**config.mk**
```make
export PLATFORM = sky130hd
export DESIGN_NAME = srl_sra_seq_alu
export DESIGN_NICKNAME = d
export VERILOG_FILES = /design/src/rtl/srl_sra_seq_alu.sv
export SDC_FILE = /design/constraint.sdc
export NUM_CORES = 1
export LEC_CHECK = 0
export ABC_AREA = 1
export CAP_MARGIN = 30
export CORE_ASPECT_RATIO = 0.9
export CORE_MARGIN = 1
export CORE_UTILIZATION = 45
export DETAILED_ROUTE_END_ITERATION = 7
export PLACE_DENSITY = 0.7
export SLEW_MARGIN = 5
export SYNTH_ARGS = -nofsm -noshare
export SYNTH_HDL_FRONTEND = slang
export SYNTH_SLANG_ARGS = --single-unit
```
**constraint.sdc**
```tcl
create_clock -name clk -period 2.43 [get_ports clk]
set_input_delay 0.486 -clock clk [delete_from_list [all_inputs] [get_ports clk]]
set_output_delay 0.486 -clock clk [all_outputs]
set_load 0.005 [all_outputs]
```
**src/rtl/srl_sra_seq_alu.sv**
```systemverilog
// Iterative right shifter (SRL/SRA): one binary shift stage per clock, start/busy/done
// handshake, results on the shared s/of/cary/eq ALU result bus.
module srl_sra_seq_alu #(
  parameter int WIDTH  = 32,
  parameter int STAGES = 5
) (
  input  logic             clk,
  input  logic             rst,
  input  logic             start,
  input  logic             arith,
  input  logic [WIDTH-1:0] a,
  input  logic [31:0]      b,
  output logic             busy,
  output logic             done,
  output logic [WIDTH-1:0] s,
  output logic             of,
  output logic             cary,
  output logic             eq
);

  localparam int KW = (STAGES > 1) ? $clog2(STAGES) : 1;

  typedef enum logic [1:0] {ST_IDLE, ST_SHIFT, ST_DONE} state_t;

  state_t            state_q, state_d;
  logic [WIDTH-1:0]  acc_q, acc_d;
  logic [WIDTH-1:0]  s_q, s_d;
  logic [STAGES-1:0] amt_q, amt_d;
  logic [KW-1:0]     k_q, k_d;
  logic              arith_q, arith_d;
  logic              cary_pend_q, cary_pend_d;
  logic              cary_q, cary_d;
  logic              eq_q, eq_d;
  logic              busy_q, busy_d;
  logic              done_q, done_d;

  logic              big;
  logic [WIDTH-1:0]  fill;
  logic [STAGES-1:0] last_idx;
  logic              cary_acc;
  logic [WIDTH-1:0]  stage_out;

  // Amounts >= WIDTH preload the accumulator with fill bits; the stages then leave it unchanged.
  always_comb begin
    big      = |b[31:STAGES];
    fill     = arith ? {WIDTH{a[WIDTH-1]}} : '0;
    last_idx = b[STAGES-1:0] - STAGES'(1);
    if (b == '0)
      cary_acc = 1'b0;
    else if (b <= 32'(WIDTH))
      cary_acc = a[last_idx];
    else
      cary_acc = fill[0];
  end

  always_comb begin
    stage_out = acc_q;
    if (amt_q[k_q]) begin
      if (arith_q)
        stage_out = $unsigned($signed(acc_q) >>> (1 << k_q));
      else
        stage_out = acc_q >> (1 << k_q);
    end
  end

  always_comb begin
    state_d     = state_q;
    acc_d       = acc_q;
    s_d         = s_q;
    amt_d       = amt_q;
    k_d         = k_q;
    arith_d     = arith_q;
    cary_pend_d = cary_pend_q;
    cary_d      = cary_q;
    eq_d        = eq_q;
    busy_d      = busy_q;
    done_d      = 1'b0;
    case (state_q)
      ST_IDLE, ST_DONE: begin
        if (start) begin
          state_d     = ST_SHIFT;
          acc_d       = big ? fill : a;
          amt_d       = b[STAGES-1:0];
          arith_d     = arith;
          cary_pend_d = cary_acc;
          k_d         = '0;
          busy_d      = 1'b1;
        end else begin
          state_d = ST_IDLE;
        end
      end
      ST_SHIFT: begin
        acc_d = stage_out;
        if (k_q == KW'(STAGES - 1)) begin
          state_d = ST_DONE;
          busy_d  = 1'b0;
          done_d  = 1'b1;
          s_d     = stage_out;
          cary_d  = cary_pend_q;
          eq_d    = (stage_out == '0);
        end else begin
          k_d = k_q + KW'(1);
        end
      end
      default: state_d = ST_IDLE;
    endcase
  end

  always_ff @(posedge clk or posedge rst) begin
    if (rst) begin
      state_q     <= ST_IDLE;
      acc_q       <= '0;
      s_q         <= '0;
      amt_q       <= '0;
      k_q         <= '0;
      arith_q     <= 1'b0;
      cary_pend_q <= 1'b0;
      cary_q      <= 1'b0;
      eq_q        <= 1'b1;
      busy_q      <= 1'b0;
      done_q      <= 1'b0;
    end else begin
      state_q     <= state_d;
      acc_q       <= acc_d;
      s_q         <= s_d;
      amt_q       <= amt_d;
      k_q         <= k_d;
      arith_q     <= arith_d;
      cary_pend_q <= cary_pend_d;
      cary_q      <= cary_d;
      eq_q        <= eq_d;
      busy_q      <= busy_d;
      done_q      <= done_d;
    end
  end

  assign busy = busy_q;
  assign done = done_q;
  assign s    = s_q;
  assign cary = cary_q;
  assign eq   = eq_q;
  assign of   = 1'b0;

endmodule
```
==> results of run 1 <==
==> layout by cell type (no fill, tap or decap), types with 11 or more instances in the layout <==
cell type | synthesis | final
nand2_1 | 403 | 338
o21ai_0 | 72 | 43
nand4_1 | 23 | 23
a21oi_1 | 58 | 52
buf_12 | 1 | 17
o21ai_2 | 1 | 12
o21ai_1 | 11 | 29
clkdlybuf4s50_1 | 0 | 103
nand2_2 | 9 | 67
nand2_4 | 5 | 11
nand3_2 | 16 | 66
buf_4 | 17 | 137
nor2_1 | 76 | 63
inv_1 | 51 | 45
or2_2 | 13 | 13
dfrtp_1 | 79 | 77
nand3_1 | 204 | 147
o221ai_1 | 30 | 20
==> layer usage <==
| metal | track usage (%) | vias to the layer above | part of all wire (%) |
|---|---|---|---|
| li1 | - | 4464 | - |
| met2 | 57.00 | 627 | 44 |
| met1 | 51.74 | 4593 | 42 |
| met4 | 12.48 | 0 | 3.6 |
| met5 | 0 | - | 0 |
| met3 | 5.822 | 85 | 10 |
==> flip-flops by register name, summed over array words and instances (netlist names) <==
register     flops
cary             1
cary_pend_q      1
arith_q          1
state_q          2
eq               1
k_q              3
s               32
acc_q           32
busy             1
amt_q            5
done             1
==> metrics by stage <==
stage,utilization (%),area [um2],cells,hold WS [ns]
after detailed placement,59.51,9698,1579,0.4710
final,68.05,11090,1613,0.4859
after global routing,68.05,11090,1613,0.5043
after CTS,63.71,10380,1601,0.4899
after global placement,59.42,9683,1578,0.4683
after floorplan,-,7579,1204,0.4529
==> final timing paths <==
path,from,endpoint
setup / recovery,k_q[0],eq
hold / removal,s[10],s[10]
setup reg to reg,k_q[0],eq
hold reg to reg,s[10],s[10]
max in group asynchronous,rst,k_q[1]
min in group asynchronous,rst,cary
==> worst reg2reg max path: cells and delay by family (launching register included) <==
family / cells / cell delay, ns
and+or+nand+nor: 12 / 1.29
DFF: 1 / 0.45
buffers and inverters: 4 / 0.52
AOI/OAI and AO/OA: 3 / 0.31
adders and majority gates: 1 / 0.14
==> final cells by class <==
type,instances,area share [%]
clock buffers,9,2.031
clock inverters,7,0.9252
inverters,67,2.629
multi-input cells,974,50.80
flip-flops and latches,80,18.09
well taps,207,2.336
repair buffers,269,23.20
==> repair_timing <==
action                                  4_1_cts  5_1_grt
pin swaps                                    13       42
endpoints found under the setup margin       64       67
setup buffers                                 4       11
resized for setup                            84      168
cloned                                        2        1
==> cell families after synthesis <==
group,Yosys count
AO/OA/AOI/OAI,203
XOR/XNOR,2
adder cells (fa/ha/maj),7
buffers and inverters,151
flip-flops,80
multiplexers,2
other,1
AND/OR/NAND/NOR,758
==> results.sh, run 1 <==
export IMPL_status="complete, but fails checks"
export IMPL_violations="negative setup slack"
export IMPL_cts_buffers_inserted=9
export IMPL_worstSetupEndpointType="flop"
export IMPL_cts_buffer_depth=2
export IMPL_synth_cell_type_count=47
export IMPL_initial_core_util_pct=46.47
export IMPL_synth_top_cell_by_area="dfrtp_1"
export IMPL_cp_depth=20
export IMPL_core_area_um2=16300
export IMPL_wl_per_cell_um=19.91
export IMPL_seq_area_um2=2006
export IMPL_synth_xor_area_share_pct=0.2313
export IMPL_min_path_cells=2
export IMPL_drt_iter0_drc=1106
export IMPL_cts_hold_buf=0
export IMPL_cp_data_arrival_time_ns=3.03
export IMPL_netlist_instances=1204
export IMPL_die_area_um2=17350
export IMPL_fp_dieH_um=125.1
export IMPL_critPathSlowestCell="dfrtp_2"
export IMPL_antenna_cells=0
export IMPL_reg2reg_depth=20
export IMPL_h_tree_depth=3
export IMPL_maxSlewViolCount=0
export IMPL_yosys_most_used_dff="dfrtp_1"
export IMPL_syn_cell_area_um2=7572
export IMPL_clk_pin_slew_ns=0.07
export IMPL_synth_compound_area_share_pct=16.39
export IMPL_postRouteWirelength_mm=32.11
export IMPL_netlist_top_cells_count="403 x nand2_1, 204 x nand3_1, 79 x dfrtp_1, 76 x nor2_1, 72 x o21ai_0"
export IMPL_critPathKind="reg -> reg"
export IMPL_syn_nets=1279
export IMPL_clock_latency_ns=0.34
export IMPL_grt_pass1_vias=9051
export IMPL_grt_start_max_net_pins=81
export IMPL_avgViaCountPerCell=6.056
export IMPL_synth_simple_area_share_pct=45.62
export IMPL_ys_warn_count=0
export IMPL_place_ws_ns=-0.4595
export IMPL_rsz0062_at_grt="yes"
export IMPL_cts_sinks=80
export IMPL_cp_max_fo=8
export IMPL_grt_usage_pct=36.65
export IMPL_ios=105
export IMPL_synthMuxAreaShare_pct=0.2644
export IMPL_fin_crit_sh_pct=113.2
export IMPL_ys_ff_latch=80
export IMPL_crit_path_max_incr_delay_ns=0.45
export IMPL_avgSynthCellArea_um2=6.289
export IMPL_synth_area_leaders="dfrtp_1 26%, nand2_1 20%, nand3_1 13%"
export IMPL_nFillCells=1405
export IMPL_drc_errors=0
export IMPL_first_pass_iters=5
export IMPL_fmax_mhz=363.5
export IMPL_synth_top_area_share_pct=26.11
export IMPL_cts_tree="yes"
export IMPL_io_buffers=103
export IMPL_final_nets=1476
export IMPL_yosysSeqAreaShare_pct=26.45
export IMPL_post_synth_top_count_cell="nand2_1"
export IMPL_dp_hpwl_mm=24.03
export IMPL_cap_violations=0
export IMPL_multiInputGateArea_um2=5633
export IMPL_hold_path_class="reg -> reg"
export IMPL_die_w_um=138.7
export IMPL_gp_congestion=1.034
export IMPL_setup_ws_ns=-0.3211
export IMPL_clock_skew_ns=0.009583
export IMPL_setup_violations=45
export IMPL_period_minus_slack_ns=2.751
export IMPL_cts_root_buffer="clkbuf_16"
export IMPL_via_count=9769
export IMPL_reg2reg_slack_ns=-0.32
export IMPL_finalHoldViolations=0
export IMPL_cp_top_family="simple AND/OR/NAND/NOR gates"
export IMPL_yosys_area_share_adder_pct=1.157
export IMPL_drive_above_1_share_pct=30.73
export IMPL_grt_pass1_wl_mm=49.74
export IMPL_crit_chain="inv_4 > ha_4 > inv_2 > nor2_8 > clkbuf_16 > nor2_1 > nand3_1 > nand2_2 > nand2_1 > nand2_1 > nand2_1 > buf_4 > a21oi_1 > a21oi_1 > nand2_1 > nand2_1 > nand2_1 > nor2_2 > nand3_2 > o21bai_2"
export IMPL_syn2layout_area_growth_pct=46.45
export IMPL_antenna_found_initial=0
export IMPL_rows=44
export IMPL_async_flop_share_pct=100.0
export IMPL_worstPathRequired_ns=2.71
export IMPL_crit_buf_inv=4
export IMPL_synth_edff_count=0
export IMPL_path_common_cell="nand2_1"
export IMPL_gr_total_overflow=0
export IMPL_tns_ns=-6.444
export IMPL_antenna_left=0
export IMPL_worstSetupStartpointType="flop"
export IMPL_synth_top_family_by_area="simple AND/OR/NAND/NOR gates"
Power of run 1 is not shown: default switching activity piles up to over one toggle a cycle in this logic, so the estimate is an artifact.
==> run 2, diff against run 1 <==
--- a/config.mk
+++ b/config.mk
@@ -11,6 +11,7 @@
 export CORE_MARGIN = 1
 export CORE_UTILIZATION = 45
 export DETAILED_ROUTE_END_ITERATION = 7
+export MAX_ROUTING_LAYER = met4
 export PLACE_DENSITY = 0.7
 export SLEW_MARGIN = 5
 export SYNTH_ARGS = -nofsm -noshare
==> run 2 against run 1 <==
Compared with the run above:
- the run still ends with negative setup slack left
- cell area grew 7.0%
- critical path depth grew 2
- first-iteration DRC count increased by 2.7%
- via count is 2.8% higher
- register-to-register slack improved by 0.02 ns
- die area is the same
- largest cell class unchanged
==> results.sh, run 2 (synthesis results as in run 1) <==
export IMPL_drt_iter0_drc=1136
export IMPL_relSlewSlack_pct=63.12
export IMPL_gp_congestion=1.039
export IMPL_fmax_mhz=365.7
export IMPL_antenna_left=0
export IMPL_first_pass_iters=5
export IMPL_initial_core_util_pct=46.47
export IMPL_place_ws_ns=-0.4610
export IMPL_nFillCells=1298
export IMPL_violations="negative setup slack"
export IMPL_place_area_um2=9796
export IMPL_period_minus_slack_ns=2.735
export IMPL_antenna_cells=0
export IMPL_cap_violations=0
export IMPL_drive_above_1_share_pct=37.98
export IMPL_syn2layout_area_growth_pct=56.66
export IMPL_setup_violations=51
export IMPL_h_tree_depth=3
export IMPL_cts_root_buffer="clkbuf_16"
export IMPL_grt_pass1_wl_mm=52.63
export IMPL_final_cell_mix="296 x nand2_1, 159 x buf_4, 116 x nand3_1"
export IMPL_cts_sinks=80
export IMPL_rsz0062_at_grt="yes"
export IMPL_worstSetupStartpointType="flop"
export IMPL_worstSetupEndpointType="flop"
export IMPL_postRouteWirelength_mm=34.66
export IMPL_status="complete, but fails checks"
export IMPL_fin_crit_sh_pct=112.5
export IMPL_clock_skew_ns=0.005927
export IMPL_cp_data_arrival_time_ns=3.01
export IMPL_ios=105
export IMPL_fin_util_pct=72.80
export IMPL_cts_buffer_depth=2
export IMPL_die_w_um=138.7
export IMPL_grt_pass1_vias=9456
export IMPL_via_count=10050
export IMPL_rows=44
export IMPL_hold_ws_ns=0.4824
export IMPL_final_nets=1505
export IMPL_fp_dieH_um=125.1
export IMPL_wl_per_cell_um=21.11
export IMPL_clk_pin_slew_ns=0.06
export IMPL_die_area_um2=17350
export IMPL_avgViaCountPerCell=6.118
export IMPL_worst_slew_pin_slew_ns=0.5526
export IMPL_seq_area_um2=2006
export IMPL_drc_errors=0
export IMPL_cts_tree="yes"
export IMPL_grt_start_max_net_pins=81
export IMPL_finalInstanceArea_um2=11860
export IMPL_cp_max_fo=7
export IMPL_finalHoldViolations=0
export IMPL_core_area_um2=16300
export IMPL_dp_hpwl_mm=25.04
export IMPL_antenna_found_initial=0
export IMPL_clock_latency_ns=0.34
export IMPL_cts_buffers_inserted=9
export IMPL_io_buffers=103
export IMPL_critPathKind="reg -> reg"
export IMPL_hold_path_class="reg -> reg"
export IMPL_cts_hold_buf=0
export IMPL_final_common_cell="nand2_1"
export IMPL_worstPathRequired_ns=2.70
export IMPL_maxSlewViolCount=0
export IMPL_grt_usage_pct=40.48
export IMPL_multiInputGateArea_um2=6087
export IMPL_gr_total_overflow=0
export IMPL_setup_ws_ns=-0.3046
[run 2: cell types whose count changed in the layout (fill, tap and decap cells not counted), sizes merged]
cell | previous run | this run
buf | 165 | 192
clkbuf | 10 | 15
nand2 | 419 | 418
inv | 64 | 61
bufinv | 2 | 3
[run 2: final timing paths]
path,from,endpoint,slack (ns),depth (start not counted)
max,k_q[0],eq,-0.30,22
min,s[18],s[18],0.48,2
max reg2reg,k_q[0],eq,-0.30,22
min reg2reg,s[18],s[18],0.48,2
max in group asynchronous,rst,k_q[0],1.45,3
min in group asynchronous,rst,s[5],0.60,3
[run 2: stage by stage]
step,TNS [ns],instances
final,-7.320,1642
after detailed placement,-11.76,1597
after global placement,-12.43,1596
after global routing,-14.71,1642
after CTS,-5.339,1626
after floorplan,-0.05919,1204
[run 2: final cells by class]
cell class / instances / share of cell area (%)
clock buffers: 11 / 2.046
clock inverters: 5 / 0.8754
inverters: 67 / 2.436
multi-input cells: 973 / 51.31
flip-flops and latches: 80 / 16.91
well taps: 207 / 2.183
repair buffers: 299 / 24.24
[run 2: what timing repair did]
item                                   in CTS  in global routing
endpoints found under the hold margin       0                  0
pin swaps                                  44                 52
resized for setup                         209                166
gates cloned                                2                  4
setup endpoints to repair                  61                 65
buffers inserted                           11                 12
[run 2: routing by layer]
layer / up-vias / share of wire (%) / GRT usage, %
met5: - / 0 / -
met4: 0 / 4.8 / 16.80
met3: 128 / 10 / 6.588
met2: 691 / 45 / 61.99
met1: 4704 / 40 / 53.19
li1: 4522 / - / -
[run 2: critical path: stages (launching register included)]
cell	delay, ns
dfrtp_2	0.43
ha_4	0.16
ha_4	0.15
inv_6	0.05
buf_12	0.12
buf_16	0.13
nand3_4	0.08
nand2_1	0.10
nand2_1	0.09
nand2_2	0.08
nand2_2	0.10
nand2_2	0.09
nand2_2	0.11
nor2_1	0.05
o21ai_1	0.20
o21ai_1	0.12
nor2_1	0.12
nand2_1	0.06
nor2_1	0.09
nand2_1	0.06
nor2_1	0.08
nand2_1	0.06
o21bai_2	0.13
Power of run 2 is left out for the same reason.
==> run 3, diff against run 2 <==
--- a/config.mk
+++ b/config.mk
@@ -10,6 +10,7 @@
 export CORE_ASPECT_RATIO = 0.9
 export CORE_MARGIN = 1
 export CORE_UTILIZATION = 45
+export CTS_BUF_LIST = sky130_fd_sc_hd__clkbuf_8
 export DETAILED_ROUTE_END_ITERATION = 7
 export MAX_ROUTING_LAYER = met4
 export PLACE_DENSITY = 0.7
==> run 3 against run 2 <==
Compared with the run above:
- the flow still finishes with violations (negative setup slack)
- cell area down 0.63%
- first-iteration DRC count is 0.70% higher
- die area did not move
- via count grew 0.43%
- sequential cell count unchanged
- highest routed layer unchanged
==> results.sh, run 3 (synthesis results as in run 1) <==
export IMPL_worstPathRequired_ns=2.73
export IMPL_violations="negative setup slack"
export IMPL_clock_latency_ns=0.36
export IMPL_crit_buf_inv=4
export IMPL_drt_iter0_drc=1144
export IMPL_first_pass_iters=5
export IMPL_drc_errors=0
export IMPL_setup_ws_ns=-0.3085
export IMPL_fin_crit_sh_pct=112.7
export IMPL_cts_buffers_inserted=9
export IMPL_critPathSlowestCell="dfrtp_2"
export IMPL_wl_per_cell_um=21.21
export IMPL_ios=105
export IMPL_clock_skew_ns=0.01123
export IMPL_cp_depth=22
export IMPL_reg2reg_slack_ns=-0.31
export IMPL_fin_util_pct=72.34
export IMPL_critPathKind="reg -> reg"
export IMPL_cts_tree="yes"
export IMPL_final_cell_mix="283 x nand2_1, 143 x buf_4, 119 x nand3_1"
export IMPL_drive_above_1_share_pct=38.16
export IMPL_grtUsageMet1_pct=52.01
export IMPL_cap_violations=0
export IMPL_crit_path_max_incr_delay_ns=0.46
export IMPL_maxSlewViolCount=0
export IMPL_finalHoldViolations=0
export IMPL_avgViaCountPerCell=6.140
export IMPL_cts_buffer_depth=2
export IMPL_endpoint="eq"
export IMPL_syn2layout_area_growth_pct=55.67
export IMPL_grt_pass1_vias=9321
export IMPL_gp_congestion=1.039
export IMPL_worst_slew_pin_slew_ns=0.5300
export IMPL_crit_chain="inv_4 > ha_4 > inv_6 > nor2_4 > buf_6 > nand2_1 > nand2_2 > nand2_4 > nand2_2 > nand2_2 > nand2_2 > nand2_2 > nand2_2 > buf_4 > a21oi_2 > o21bai_2 > nand2_1 > nor2_1 > nand2_1 > nor2_1 > nand2_1 > o21bai_2"
export IMPL_cts_sinks=80
export IMPL_fmax_mhz=365.2
export IMPL_busiest_layer="met2"
export IMPL_grtUsageMet2_pct=59.81
export IMPL_gr_total_overflow=0
export IMPL_cts_hold_buf=0
export IMPL_grt_use_met3_pct=6.779
export IMPL_antenna_found_initial=0
export IMPL_worstSetupEndpointType="flop"
export IMPL_rr_startpoint="k_q[0]"
export IMPL_rows=44
export IMPL_cp_top_family="simple AND/OR/NAND/NOR gates"
export IMPL_fp_dieH_um=125.1
export IMPL_relSlewSlack_pct=64.63
export IMPL_cp_data_arrival_time_ns=3.04
export IMPL_final_common_cell="nand2_1"
export IMPL_worstSetupStartpoint="k_q[0]"
export IMPL_dp_hpwl_mm=25.04
export IMPL_final_nets=1506
export IMPL_grt_pass1_wl_mm=51.56
export IMPL_hold_path_class="reg -> reg"
export IMPL_grt_usage_pct=39.64
export IMPL_io_buffers=103
export IMPL_status="complete, but fails checks"
export IMPL_antenna_left=0
export IMPL_antenna_cells=0
export IMPL_via_count=10090
export IMPL_h_tree_depth=3
export IMPL_initial_core_util_pct=46.47
export IMPL_die_w_um=138.7
export IMPL_reg2reg_depth=22
export IMPL_cp_max_fo=4
export IMPL_period_minus_slack_ns=2.738
export IMPL_worstSetupStartpointType="flop"
export IMPL_path_common_cell="nand2_2"
export IMPL_setup_violations=59
export IMPL_core_area_um2=16300
export IMPL_rsz0062_at_grt="yes"
export IMPL_die_area_um2=17350
export IMPL_r2r_end="eq"
export IMPL_postRouteWirelength_mm=34.85
export IMPL_cts_root_buffer="clkbuf_8"
export IMPL_grt_start_max_net_pins=81
export IMPL_clk_pin_slew_ns=0.09
## run 3: metrics by stage
step | hold WS [ns] | std cells | TNS, ns | area, um2 | setup WS [ns]
floorplan | 0.4529 | 1204 | -0.05919 | 7579 | -0.05919
global placement | 0.4685 | 1596 | -12.43 | 9781 | -0.4698
detailed placement | 0.4747 | 1597 | -11.76 | 9796 | -0.4610
CTS | 0.4940 | 1629 | -4.543 | 10790 | -0.2518
global route | 0.5130 | 1643 | -15.88 | 11790 | -0.4358
finish | 0.4932 | 1643 | -8.561 | 11790 | -0.3085
## run 3: per-layer routing
| metal | share of wire [%] | up-vias |
|---|---|---|
| met3 | 11 | 129 |
| li1 | - | 4526 |
| met2 | 45 | 691 |
| met4 | 5.0 | 0 |
| met1 | 40 | 4742 |
| met5 | 0 | - |
## run 3: worst min path at each step
| stage | depth (start not counted) | endpoint | start | slack, ns |
|---|---|---|---|---|
| after floorplan | 2 | amt_q[1] | amt_q[1] | 0.45 |
| after global placement | 2 | amt_q[0] | amt_q[0] | 0.47 |
| after detailed placement | 2 | s[16] | s[16] | 0.47 |
| after CTS | 2 | s[26] | s[26] | 0.49 |
| after global routing | 2 | s[3] | s[3] | 0.51 |
| final | 2 | s[4] | s[4] | 0.49 |
## run 3: cell type report
cell class                 count  area, um2
sequential                    80       2006
timing repair buffer         298       2887
clock buffer                  10      137.6
fill                        1319       4508
tap                          207      259.0
multi-input combinational    975       6097
clock inverter                 6      107.6
inverter                      67      294.0
## run 3: worst min-delay path, cell delays in order (launching register included)
cell and delay, ns:
dfrtp_1 0.35, nand2_1 0.07, o21ai_2 0.05
## run 3: what timing repair did
item                       in CTS  in global routing
hold endpoints to repair        0                  0
pin swaps                      48                 91
cloned                          3                  4
setup endpoints to repair      61                 65
resized for setup             171                221
setup buffers                  13                 13
Power of run 3 is left out for the same reason.
